==> src/rtl/wb_sdr_traffic_gen_if.sv <==
// Wishbone master-side bus bundle for the SDR traffic generator.
interface wb_sdr_traffic_gen_if #(
  parameter int DW = 32,
  parameter int AW = 26
);
  logic            wb_cyc_o;
  logic            wb_stb_o;
  logic            wb_we_o;
  logic [AW-1:0]   wb_addr_o;
  logic [DW-1:0]   wb_dat_o;
  logic [DW/8-1:0] wb_sel_o;
  logic [2:0]      wb_cti_o;
  logic            wb_ack_i;
  logic [DW-1:0]   wb_dat_i;

  modport master (output wb_cyc_o, wb_stb_o, wb_we_o, wb_addr_o, wb_dat_o, wb_sel_o, wb_cti_o,
                  input  wb_ack_i, wb_dat_i);
  modport slave  (input  wb_cyc_o, wb_stb_o, wb_we_o, wb_addr_o, wb_dat_o, wb_sel_o, wb_cti_o,
                  output wb_ack_i, wb_dat_i);
endinterface

==> src/rtl/wb_sdr_traffic_gen.sv <==
// Self-checking Wishbone burst master: write pattern burst, read back, compare, advance.
// Optional ack watchdog enabled by defining TG_TIMEOUT_EN.
module wb_sdr_traffic_gen #(
  parameter int DW          = 32,
  parameter int AW          = 26,
  parameter int BLW         = 5,
  parameter int NBW         = 16,
  parameter int TIMEOUT_CYC = 1024
) (
  input  logic                 sys_clk,
  input  logic                 RESETN,
  input  logic                 start,
  input  logic [AW-1:0]        cfg_base_addr,
  input  logic [BLW-1:0]       cfg_burst_len,
  input  logic [NBW-1:0]       cfg_num_bursts,
  input  logic [1:0]           cfg_mode,
  input  logic [31:0]          cfg_seed,
  wb_sdr_traffic_gen_if.master wb,
  output logic                 busy,
  output logic                 done,
  output logic [15:0]          err_cnt,
  output logic [AW-1:0]        first_err_addr,
  output logic                 timeout
);
  localparam logic [2:0] IDLE = 3'd0, LOAD = 3'd1, WR = 3'd2, GAP = 3'd3,
                         RD   = 3'd4, NEXT = 3'd5, FIN = 3'd6;
  localparam logic [AW-1:0] STEP = AW'(DW/8);

  if ((DW != 16 && DW != 32 && DW != 64) || TIMEOUT_CYC < 2) begin : g_bad_param
    $error("wb_sdr_traffic_gen: unsupported DW or TIMEOUT_CYC");
  end

  logic [2:0]     state_q, state_d;
  logic [AW-1:0]  base_q, base_d, addr_q, addr_d, first_q, first_d;
  logic [BLW-1:0] len_q, len_d, beat_q, beat_d;
  logic [NBW-1:0] rem_q, rem_d;
  logic [1:0]     mode_q, mode_d;
  logic [31:0]    pat_q, pat_d, pat0_q, pat0_d;
  logic [15:0]    err_q, err_d;

  logic        stb, last;
  logic [31:0] word, seed_eff;
  logic [DW-1:0] pat_dw;

  function automatic logic [31:0] lfsr_nx(input logic [31:0] s);
    return s[0] ? ((s >> 1) ^ 32'h8020_0003) : (s >> 1);
  endfunction

  always_comb begin
    unique case (mode_q)
      2'd0, 2'd1: word = pat_q;
      2'd2:       word = 32'(addr_q);
      default:    word = ~32'(addr_q);
    endcase
  end

  // Pattern word is replicated across wide buses, truncated on 16-bit ones.
  if (DW >= 32) begin : g_rep
    assign pat_dw = {(DW/32){word}};
  end else begin : g_trunc
    assign pat_dw = word[DW-1:0];
  end

  assign seed_eff = (cfg_mode == 2'd1 && cfg_seed == 32'd0) ? 32'd1 : cfg_seed;
  assign stb      = (state_q == WR) || (state_q == RD);
  assign last     = (beat_q == len_q - 1'b1);

  assign wb.wb_cyc_o  = stb;
  assign wb.wb_stb_o  = stb;
  assign wb.wb_we_o   = (state_q == WR);
  assign wb.wb_addr_o = addr_q;
  assign wb.wb_dat_o  = (state_q == WR) ? pat_dw : '0;
  assign wb.wb_sel_o  = '1;
  assign wb.wb_cti_o  = !stb ? 3'b000 : (last ? 3'b111 : 3'b010);

  assign busy           = (state_q != IDLE) && (state_q != FIN);
  assign done           = (state_q == FIN);
  assign err_cnt        = err_q;
  assign first_err_addr = first_q;

`ifdef TG_TIMEOUT_EN
  localparam int WDW = $clog2(TIMEOUT_CYC + 1);
  logic [WDW-1:0] wd_q, wd_d;
  logic           to_q, to_d;
  assign timeout = to_q;
`else
  assign timeout = 1'b0;
`endif

  always_comb begin
    state_d = state_q;  base_d = base_q;  addr_d = addr_q;  first_d = first_q;
    len_d   = len_q;    beat_d = beat_q;  rem_d  = rem_q;   mode_d  = mode_q;
    pat_d   = pat_q;    pat0_d = pat0_q;  err_d  = err_q;
`ifdef TG_TIMEOUT_EN
    wd_d = '0;
    to_d = to_q;
`endif
    unique case (state_q)
      IDLE: if (start) state_d = LOAD;
      LOAD: begin
        base_d  = cfg_base_addr & ~(STEP - 1'b1);
        addr_d  = cfg_base_addr & ~(STEP - 1'b1);
        len_d   = (cfg_burst_len == '0) ? BLW'(1) : cfg_burst_len;
        rem_d   = cfg_num_bursts;
        mode_d  = cfg_mode;
        pat_d   = seed_eff;
        pat0_d  = seed_eff;
        beat_d  = '0;
        err_d   = '0;
        first_d = '0;
`ifdef TG_TIMEOUT_EN
        to_d    = 1'b0;
`endif
        state_d = (cfg_num_bursts == '0) ? FIN : WR;
      end
      WR, RD: if (wb.wb_ack_i) begin
        if (state_q == RD && wb.wb_dat_i != pat_dw) begin
          if (err_q != 16'hFFFF) err_d = err_q + 16'd1;
          if (err_q == 16'd0)    first_d = addr_q;
        end
        beat_d = beat_q + 1'b1;
        addr_d = addr_q + STEP;
        pat_d  = (mode_q == 2'd1) ? lfsr_nx(pat_q) : pat_q + 32'd1;
        if (last) begin
          beat_d  = '0;
          state_d = (state_q == WR) ? GAP : NEXT;
        end
      end
      // Rewind so the read pass regenerates exactly what was written.
      GAP: begin
        addr_d  = base_q;
        pat_d   = pat0_q;
        state_d = RD;
      end
      // addr_q already sits at base + len*bytes, wrapping modulo 2^AW.
      NEXT: begin
        base_d  = addr_q;
        pat0_d  = pat_q;
        rem_d   = rem_q - 1'b1;
        state_d = (rem_q == NBW'(1)) ? FIN : WR;
      end
      FIN:     state_d = IDLE;
      default: state_d = IDLE;
    endcase
`ifdef TG_TIMEOUT_EN
    if (stb && !wb.wb_ack_i) begin
      if (wd_q == WDW'(TIMEOUT_CYC - 1)) begin
        to_d    = 1'b1;
        state_d = FIN;
      end else begin
        wd_d = wd_q + 1'b1;
      end
    end
`endif
  end

  always_ff @(posedge sys_clk or negedge RESETN) begin
    if (!RESETN) begin
      state_q <= IDLE;  base_q <= '0;  addr_q <= '0;  first_q <= '0;
      len_q   <= '0;    beat_q <= '0;  rem_q  <= '0;  mode_q  <= '0;
      pat_q   <= '0;    pat0_q <= '0;  err_q  <= '0;
`ifdef TG_TIMEOUT_EN
      wd_q <= '0;
      to_q <= 1'b0;
`endif
    end else begin
      state_q <= state_d;  base_q <= base_d;  addr_q <= addr_d;  first_q <= first_d;
      len_q   <= len_d;    beat_q <= beat_d;  rem_q  <= rem_d;   mode_q  <= mode_d;
      pat_q   <= pat_d;    pat0_q <= pat0_d;  err_q  <= err_d;
`ifdef TG_TIMEOUT_EN
      wd_q <= wd_d;
      to_q <= to_d;
`endif
    end
  end
endmodule

==> src/flat_wrapper.sv <==
// flat-port wrapper written by rule: the top's interface ports become plain ports
module wb_sdr_traffic_gen_flat 
#(
  parameter int DW          = 32,
  parameter int AW          = 26,
  parameter int BLW         = 5,
  parameter int NBW         = 16,
  parameter int TIMEOUT_CYC = 1024
)
  (sys_clk, RESETN, start, cfg_base_addr, cfg_burst_len, cfg_num_bursts, cfg_mode, cfg_seed, busy, done, err_cnt, first_err_addr, timeout, wb_wb_cyc_o, wb_wb_stb_o, wb_wb_we_o, wb_wb_addr_o, wb_wb_dat_o, wb_wb_sel_o, wb_wb_cti_o, wb_wb_ack_i, wb_wb_dat_i);
  wb_sdr_traffic_gen_if #(.DW(DW), .AW(AW)) wb_i ();
  input  logic sys_clk;
  input  logic RESETN;
  input  logic start;
  input  logic [AW-1:0] cfg_base_addr;
  input  logic [BLW-1:0] cfg_burst_len;
  input  logic [NBW-1:0] cfg_num_bursts;
  input  logic [1:0] cfg_mode;
  input  logic [31:0] cfg_seed;
  output logic busy;
  output logic done;
  output logic [15:0] err_cnt;
  output logic [AW-1:0] first_err_addr;
  output logic timeout;
  output wire logic [$bits(wb_i.wb_cyc_o)-1:0] wb_wb_cyc_o;
  output wire logic [$bits(wb_i.wb_stb_o)-1:0] wb_wb_stb_o;
  output wire logic [$bits(wb_i.wb_we_o)-1:0] wb_wb_we_o;
  output wire logic [$bits(wb_i.wb_addr_o)-1:0] wb_wb_addr_o;
  output wire logic [$bits(wb_i.wb_dat_o)-1:0] wb_wb_dat_o;
  output wire logic [$bits(wb_i.wb_sel_o)-1:0] wb_wb_sel_o;
  output wire logic [$bits(wb_i.wb_cti_o)-1:0] wb_wb_cti_o;
  input wire logic [$bits(wb_i.wb_ack_i)-1:0] wb_wb_ack_i;
  input wire logic [$bits(wb_i.wb_dat_i)-1:0] wb_wb_dat_i;
  assign wb_wb_cyc_o = wb_i.wb_cyc_o;
  assign wb_wb_stb_o = wb_i.wb_stb_o;
  assign wb_wb_we_o = wb_i.wb_we_o;
  assign wb_wb_addr_o = wb_i.wb_addr_o;
  assign wb_wb_dat_o = wb_i.wb_dat_o;
  assign wb_wb_sel_o = wb_i.wb_sel_o;
  assign wb_wb_cti_o = wb_i.wb_cti_o;
  assign wb_i.wb_ack_i = wb_wb_ack_i;
  assign wb_i.wb_dat_i = wb_wb_dat_i;
  wb_sdr_traffic_gen #(.DW(DW), .AW(AW), .BLW(BLW), .NBW(NBW), .TIMEOUT_CYC(TIMEOUT_CYC)) u_core (.sys_clk(sys_clk), .RESETN(RESETN), .start(start), .cfg_base_addr(cfg_base_addr), .cfg_burst_len(cfg_burst_len), .cfg_num_bursts(cfg_num_bursts), .cfg_mode(cfg_mode), .cfg_seed(cfg_seed), .wb(wb_i), .busy(busy), .done(done), .err_cnt(err_cnt), .first_err_addr(first_err_addr), .timeout(timeout));
endmodule
==> config.mk <==
export PLATFORM = sky130hd
export DESIGN_NAME = wb_sdr_traffic_gen_flat
export DESIGN_NICKNAME = d
export VERILOG_FILES = /design/src/rtl/wb_sdr_traffic_gen_if.sv /design/src/rtl/wb_sdr_traffic_gen.sv /design/src/flat_wrapper.sv
export SDC_FILE = /design/constraint.sdc
export NUM_CORES = 1
export LEC_CHECK = 0
export ABC_AREA = 1
export CORE_AREA = 2 2 148 150
export CTS_BUF_LIST = sky130_fd_sc_hd__clkbuf_4
export DETAILED_ROUTE_END_ITERATION = 7
export DIE_AREA = 0 0 150 152
export GPL_ROUTABILITY_DRIVEN = 0
export PLACE_DENSITY = 0.85
export SYNTH_ARGS = -nofsm -noshare
export SYNTH_HDL_FRONTEND = slang
export SYNTH_SLANG_ARGS = --single-unit
==> constraint.sdc <==
create_clock -name sys_clk -period 4.1 [get_ports sys_clk]
set_input_delay 0.41 -clock sys_clk [delete_from_list [all_inputs] [get_ports sys_clk]]
set_output_delay 0.41 -clock sys_clk [all_outputs]
set_load 0.02 [all_outputs]
# == Word-level counts from Yosys, hierarchy flattened ==
# Index checks and enable logic that the tools add are counted.
# totals
register_bits,189
latchBits,0
ram_bits,0
rom_bits,0
inputBits,117
out_inout_bits,113
wordCells,93
memories,0
# classes
add_sub_neg,6
mul,0
n_div,0
order_cmp,0
n_eq_ne,20
shift,0
muxes,33
n_bitwise,2
reduce_logical,21
# op_table
op,count
$mux W32,5
$pmux W32 S2,2
$mux W26,4
$pmux W26 S2,2
$pmux W32 S3,1
$pmux W26 S3,1
$pmux W16 S2,2
$mux W16,3
$add A32 B1 Y32 const B,1
$logic_not A16 Y1,2
$logic_not A32 Y1,1
$ne A32 B32 Y1,1
$not A26 Y32,1
$add A26 B3 Y26 const B,1
$mux W3,8
$add A16 B1 Y16 const B,1
$eq A16 B1 Y1 const B,1
$ne A16 B16 Y1 const B,1
$sub A16 B1 Y16 const B,1
$mux W5,3
$pmux W3 S5,1
$pmux W5 S2,1
$eq A3 B3 Y1 const B,3
$ne A2 B1 Y1 const B,4
other kinds (21),31

# == Depth between registers and ports, before layout ==
# depth
word_depth,8
ltp_mapped,15
depth_no_buf,14

# == Worst setup path before layout ==
# OpenSTA, ideal clock, no wires.
# synth_path
path_type,reg2out
from,reg u_core.state_q[0]
to,out wb_wb_cti_o[2]
arrival_time_ns,2.137
t_required_ns,3.690
slack_ns,1.553
stages_incl_launch_ff,11
path_buffers,3
path_cell_list,dfrtp_1 inv_1 nand2_1 nor2_1 inv_2 nand2_1 inv_1 clkbuf_1 clkbuf_1 nor2_1 buf_4
# synth_between
elab_chain_len,3
# synth_lines
element,line,source
from (decl),wb_sdr_traffic_gen.sv:33,"logic [2:0] state_q, state_d;"
from (signal assigned),wb_sdr_traffic_gen.sv:167,state_q <= state_d; base_q <= base_d; addr_q <= addr_d; first_q <= first_d;
$eq A3 B2 Y1,n/a,
via wb_wb_we_o,flat_wrapper.sv:27,output wire logic [$bits(wb_i.wb_we_o)-1:0] wb_wb_we_o;
$logic_or A1 B1 Y1,wb_sdr_traffic_gen.sv:65,assign stb = (state_q == WR) || (state_q == RD);
$mux W3,wb_sdr_traffic_gen.sv:74,assign wb.wb_cti_o = !stb ? 3'b000 : (last ? 3'b111 : 3'b010);
to (decl),flat_wrapper.sv:31,output wire logic [$bits(wb_i.wb_cti_o)-1:0] wb_wb_cti_o;
# The timed path passes the listed nets, and every way through them passes these cells.

# == Worst setup path after layout ==
# layout_path
from,reg u_core.state_q[1]
to,"reg u_core.addr_q[22], in the netlist u_core.wb.wb_addr_o[22]"
# layout_between
elab_chain_len,4
# layout_lines
element,line,source
$eq A3 B2 Y1 or $eq A3 B3 Y1 (tied branches),wb_sdr_traffic_gen.sv:98,unique case (state_q)
$reduce_or A2 Y1,wb_sdr_traffic_gen.sv:98,
$ne A2 B2 Y1 (no source line) or $reduce_bool A3 Y1 (tied branches),n/a,
$reduce_and A2 Y1 (no source line),n/a,
to (signal assigned),wb_sdr_traffic_gen.sv:167,
to (decl),wb_sdr_traffic_gen.sv:34,"logic [AW-1:0] base_q, base_d, addr_q, addr_d, first_q, first_d;"
# Several ways; a longest one is shown, not always the timed one.
# A chain may end at the register's enable or synchronous reset.

==> impl_metrics.yaml <==
status:
  status: "complete, but fails checks"
  violations: "DRC"
worst_setup_path:
  critPathRequiredTime_ns: 4.61
  crit_path_start: "u_core.state_q[1]$_DFFE_PN0P_"
  crit_fanout: 53
  r2r_cells: 9
  r2r-start: "u_core.state_q[1]$_DFFE_PN0P_"
  cp_data_arrival_time_ns: 4.09
  start_kind: "flip-flop"
  rr_endpoint: "u_core.wb.wb_addr_o[22]$_DFFE_PN0P_"
  critPathCaptureType: "flip-flop"
  r2r_slack_ns: 0.52
  setup.worst_path.class: "flip-flop to flip-flop"
  critPathCapture: "u_core.wb.wb_addr_o[22]$_DFFE_PN0P_"
yosys:
  synth.area.top_cells: "dfrtp_1 38%, nand2_1 15%, nor2_1 5.5%"
  synth_edf_count: 0
  synthesis.area_mm2: 0.0124
  ys_seq_area_share_pct: 38.2
  yosys_warnings: 0
  synth_area_per_cell_um2: 6.96
  async_flop_share_pct: 100
  yosysTopAreaCell: "dfrtp_1"
  synth_top_area_share_pct: 38.2
  ys_ff_latch: 189
  ys_types: 44
  synth_top_flop_cell: "dfrtp_1"
  synthCells: 1780
floorplan:
  coreArea_mm2: 0.0214
  start_util_pct: 58.0
  die_y_um: 152
  die_w_um: 150
  ioPinCount: 230
  row_count: 54
  die_area_mm2: 0.0228
clock_tree:
  cts_resized: 0
  cts.sinks: 189
  h-tree-depth: 4
  post-cts-setup-buffer-count: 0
  cts-root-buf: "clkbuf_4"
  clk_latency_ns: 0.62
  clk_path_buf_depth: 2
  ctsHoldBuffers: 1
  cts_tree: "done"
  clk_pin_slew_ns: 0.17
  cts_buffers: 17
sta:
  hold_viol: 0
  whs_ns: 0.375
  finalSetupViolCount: 0
  finalCritPeriodShare_pct: 87.3
  rsz0062_at_grt: "no"
  setup_tns_ns: 0
  slew_viol_final: 0
  finClkSkew_ns: 0.0274
  period_needed_ns: 3.58
  maxSlewHeadroom_pct: 22.2
  worst_pin_slew_ns: 1.17
  fmax_mhz: 279
placed_design:
  hpwl_um: 29800
  io_buffers: 222
routing:
  wirelength_um: 42300
  avgRoutedWirePerCell_um: 18.9
  route.detailed.drc: 4
  first_iter_violations: 2018
  dr_total_vias: 14088
  drt-pass1-iter-count: 8
  viasPerCell: 6.29
  ant_nets: 0
hold_path:
  hp-class: "input pin to asynchronous set/reset pin"
global_routing:
  overflow: 0
  grt_pass1_wl_um: 66900
  antenna_found_initial: 3
  grt_usage_pct: 36.7
  grt_pass1_vias: 13004
  grt_start_max_net_pins: 84
finish:
  layout-drive-gt1-share_pct: 3.47
  multi_input_area_mm2: 0.00655
  area_growth_pct: 21.0
  nets: 2069
  fillers: 1840
  regArea_mm2: 0.00473
power_and_ir_drop:
  ir_worst_vdd_mv: 0.437
  p_leak_nw: 6.92
  p_per_area_mw_per_mm2: 780
job:
  cap_violations: 0
worst min-delay path by stage:
stage                                                  endpoint  cells after the start
after floorplan                    u_core.base_q[0]$_DFFE_PN0P_                      0
after CTS                           u_core.len_q[3]$_DFFE_PN0P_                      3
after global placement    u_core.first_err_addr[18]$_DFFE_PN0P_                      2
after global routing              u_core.base_q[23]$_DFFE_PN0P_                      3
final                              u_core.rem_q[15]$_DFFE_PN0P_                      2
after detailed placement  u_core.first_err_addr[25]$_DFFE_PN0P_                      2
critical path, cell delays in order (launching register included):
cell	delay, ns
dfrtp_1	0.44
nand2_1	0.11
nor2_1	0.07
inv_2	0.37
nand2_2	0.30
inv_1	0.46
nand2_1	0.30
inv_2	0.91
a22oi_1	0.15
a41oi_1	0.33
through the flow:
step / total power, mW / worst slack, ns / instance area (µm²) / utilization [%] / instances
finish: 11.7 / 0.521 / 15000 / 70.2 / 2240
global route: 12.5 / 0.312 / 15000 / 70.2 / 2240
CTS: 11.5 / 0.583 / 15000 / 70.2 / 2237
detailed placement: 10.4 / 0.721 / 14700 / 68.9 / 2204
global placement: 10.2 / 0.848 / 14700 / 68.9 / 2204
floorplan: 8.00 / 1.55 / 12400 / - / 1783
synth_stat cells, types with 2 or more instances:
cell type / count
o211ai_1: 53
buf_4: 10
nand3b_1: 2
nor4_1: 16
nand3_2: 3
xor2_1: 24
a32oi_1: 7
a31oi_1: 10
nor2_4: 2
nor2_1: 182
a41oi_1: 2
and3_1: 4
o22ai_1: 9
a22oi_1: 59
nand2_2: 2
inv_2: 7
inv_1: 177
nand3_1: 106
conb_1: 2
nand4_1: 88
ha_1: 8
xnor2_1: 6
clkbuf_1: 61
a21oi_1: 65
nor3_1: 32
dfrtp_1: 189
or2_2: 2
buf_2: 17
buf_1: 12
nand2_1: 498
a221oi_1: 23
o221ai_1: 14
o21ai_0: 77
cell type report:
type | count | share of cell area (%)
multi-input combinational | 1309 | 43.7
inverter | 185 | 4.63
timing repair buffer | 242 | 15.9
sequential | 189 | 31.6
clock inverter | 15 | 0.910
clock buffer | 17 | 0.852
antenna | 3 | 0.0501
tap | 280 | 2.34
flip-flops by register name, summed over array words and instances, names as in the netlist:
register and cells:
u_core.beat_q 5, u_core.wb.wb_addr_o 26, u_core.mode_q 2, u_core.pat_q 32, u_core.base_q 26, u_core.err_cnt 16
u_core.len_q 5, u_core.pat0_q 32, u_core.state_q 3, u_core.rem_q 16, u_core.first_err_addr 26
report_power, final:
part | internal [mW] | switching, mW
Sequential | 2.64 | 0.815
Clock | 0.312 | 0.732
Combinational | 2.45 | 4.74
Total | 5.40 | 6.29
logic make-up (layout without fill, tap and decap cells):
logic type                 count (synthesis)  count (layout)  share of synthesized area (%)
AOI/OAI and AO/OA                        328             328                           17.3
xor gates and xnor gates                  30              30                           2.12
adders and majority gates                  8               8                          0.808
buffers and inverters                    285             459                           9.11
DFF                                      189             189                           38.2
other                                      2               8                         0.0606
and+or+nand+nor                          938             938                           32.4
layout by cell type, fill, tap and decap left out, drive strengths merged, types with 53 or more instances in the layout:
| master | count |
|---|---|
| a22oi | 59 |
| inv | 190 |
| nor2 | 184 |
| nand3 | 109 |
| clkdlybuf4s50 | 221 |
| a21oi | 65 |
| dfrtp | 189 |
| o211ai | 53 |
| nand4 | 88 |
| nand2 | 500 |
| o21ai | 78 |
routing by layer:
| metal | wire length (µm) | global-route usage [%] | vias to the layer above | share of wire [%] |
|---|---|---|---|---|
| met3 | 5410 | 8.95 | 195 | 13 |
| met4 | 2210 | 18.2 | 0 | 5.2 |
| met1 | 15700 | 49.2 | 6489 | 37 |
| met2 | 18900 | 55.5 | 1023 | 45 |
| met5 | 0 | 0 | - | 0 |
| li1 | - | - | 6381 | - |
Note: power is estimated with default switching activity, not from simulation.
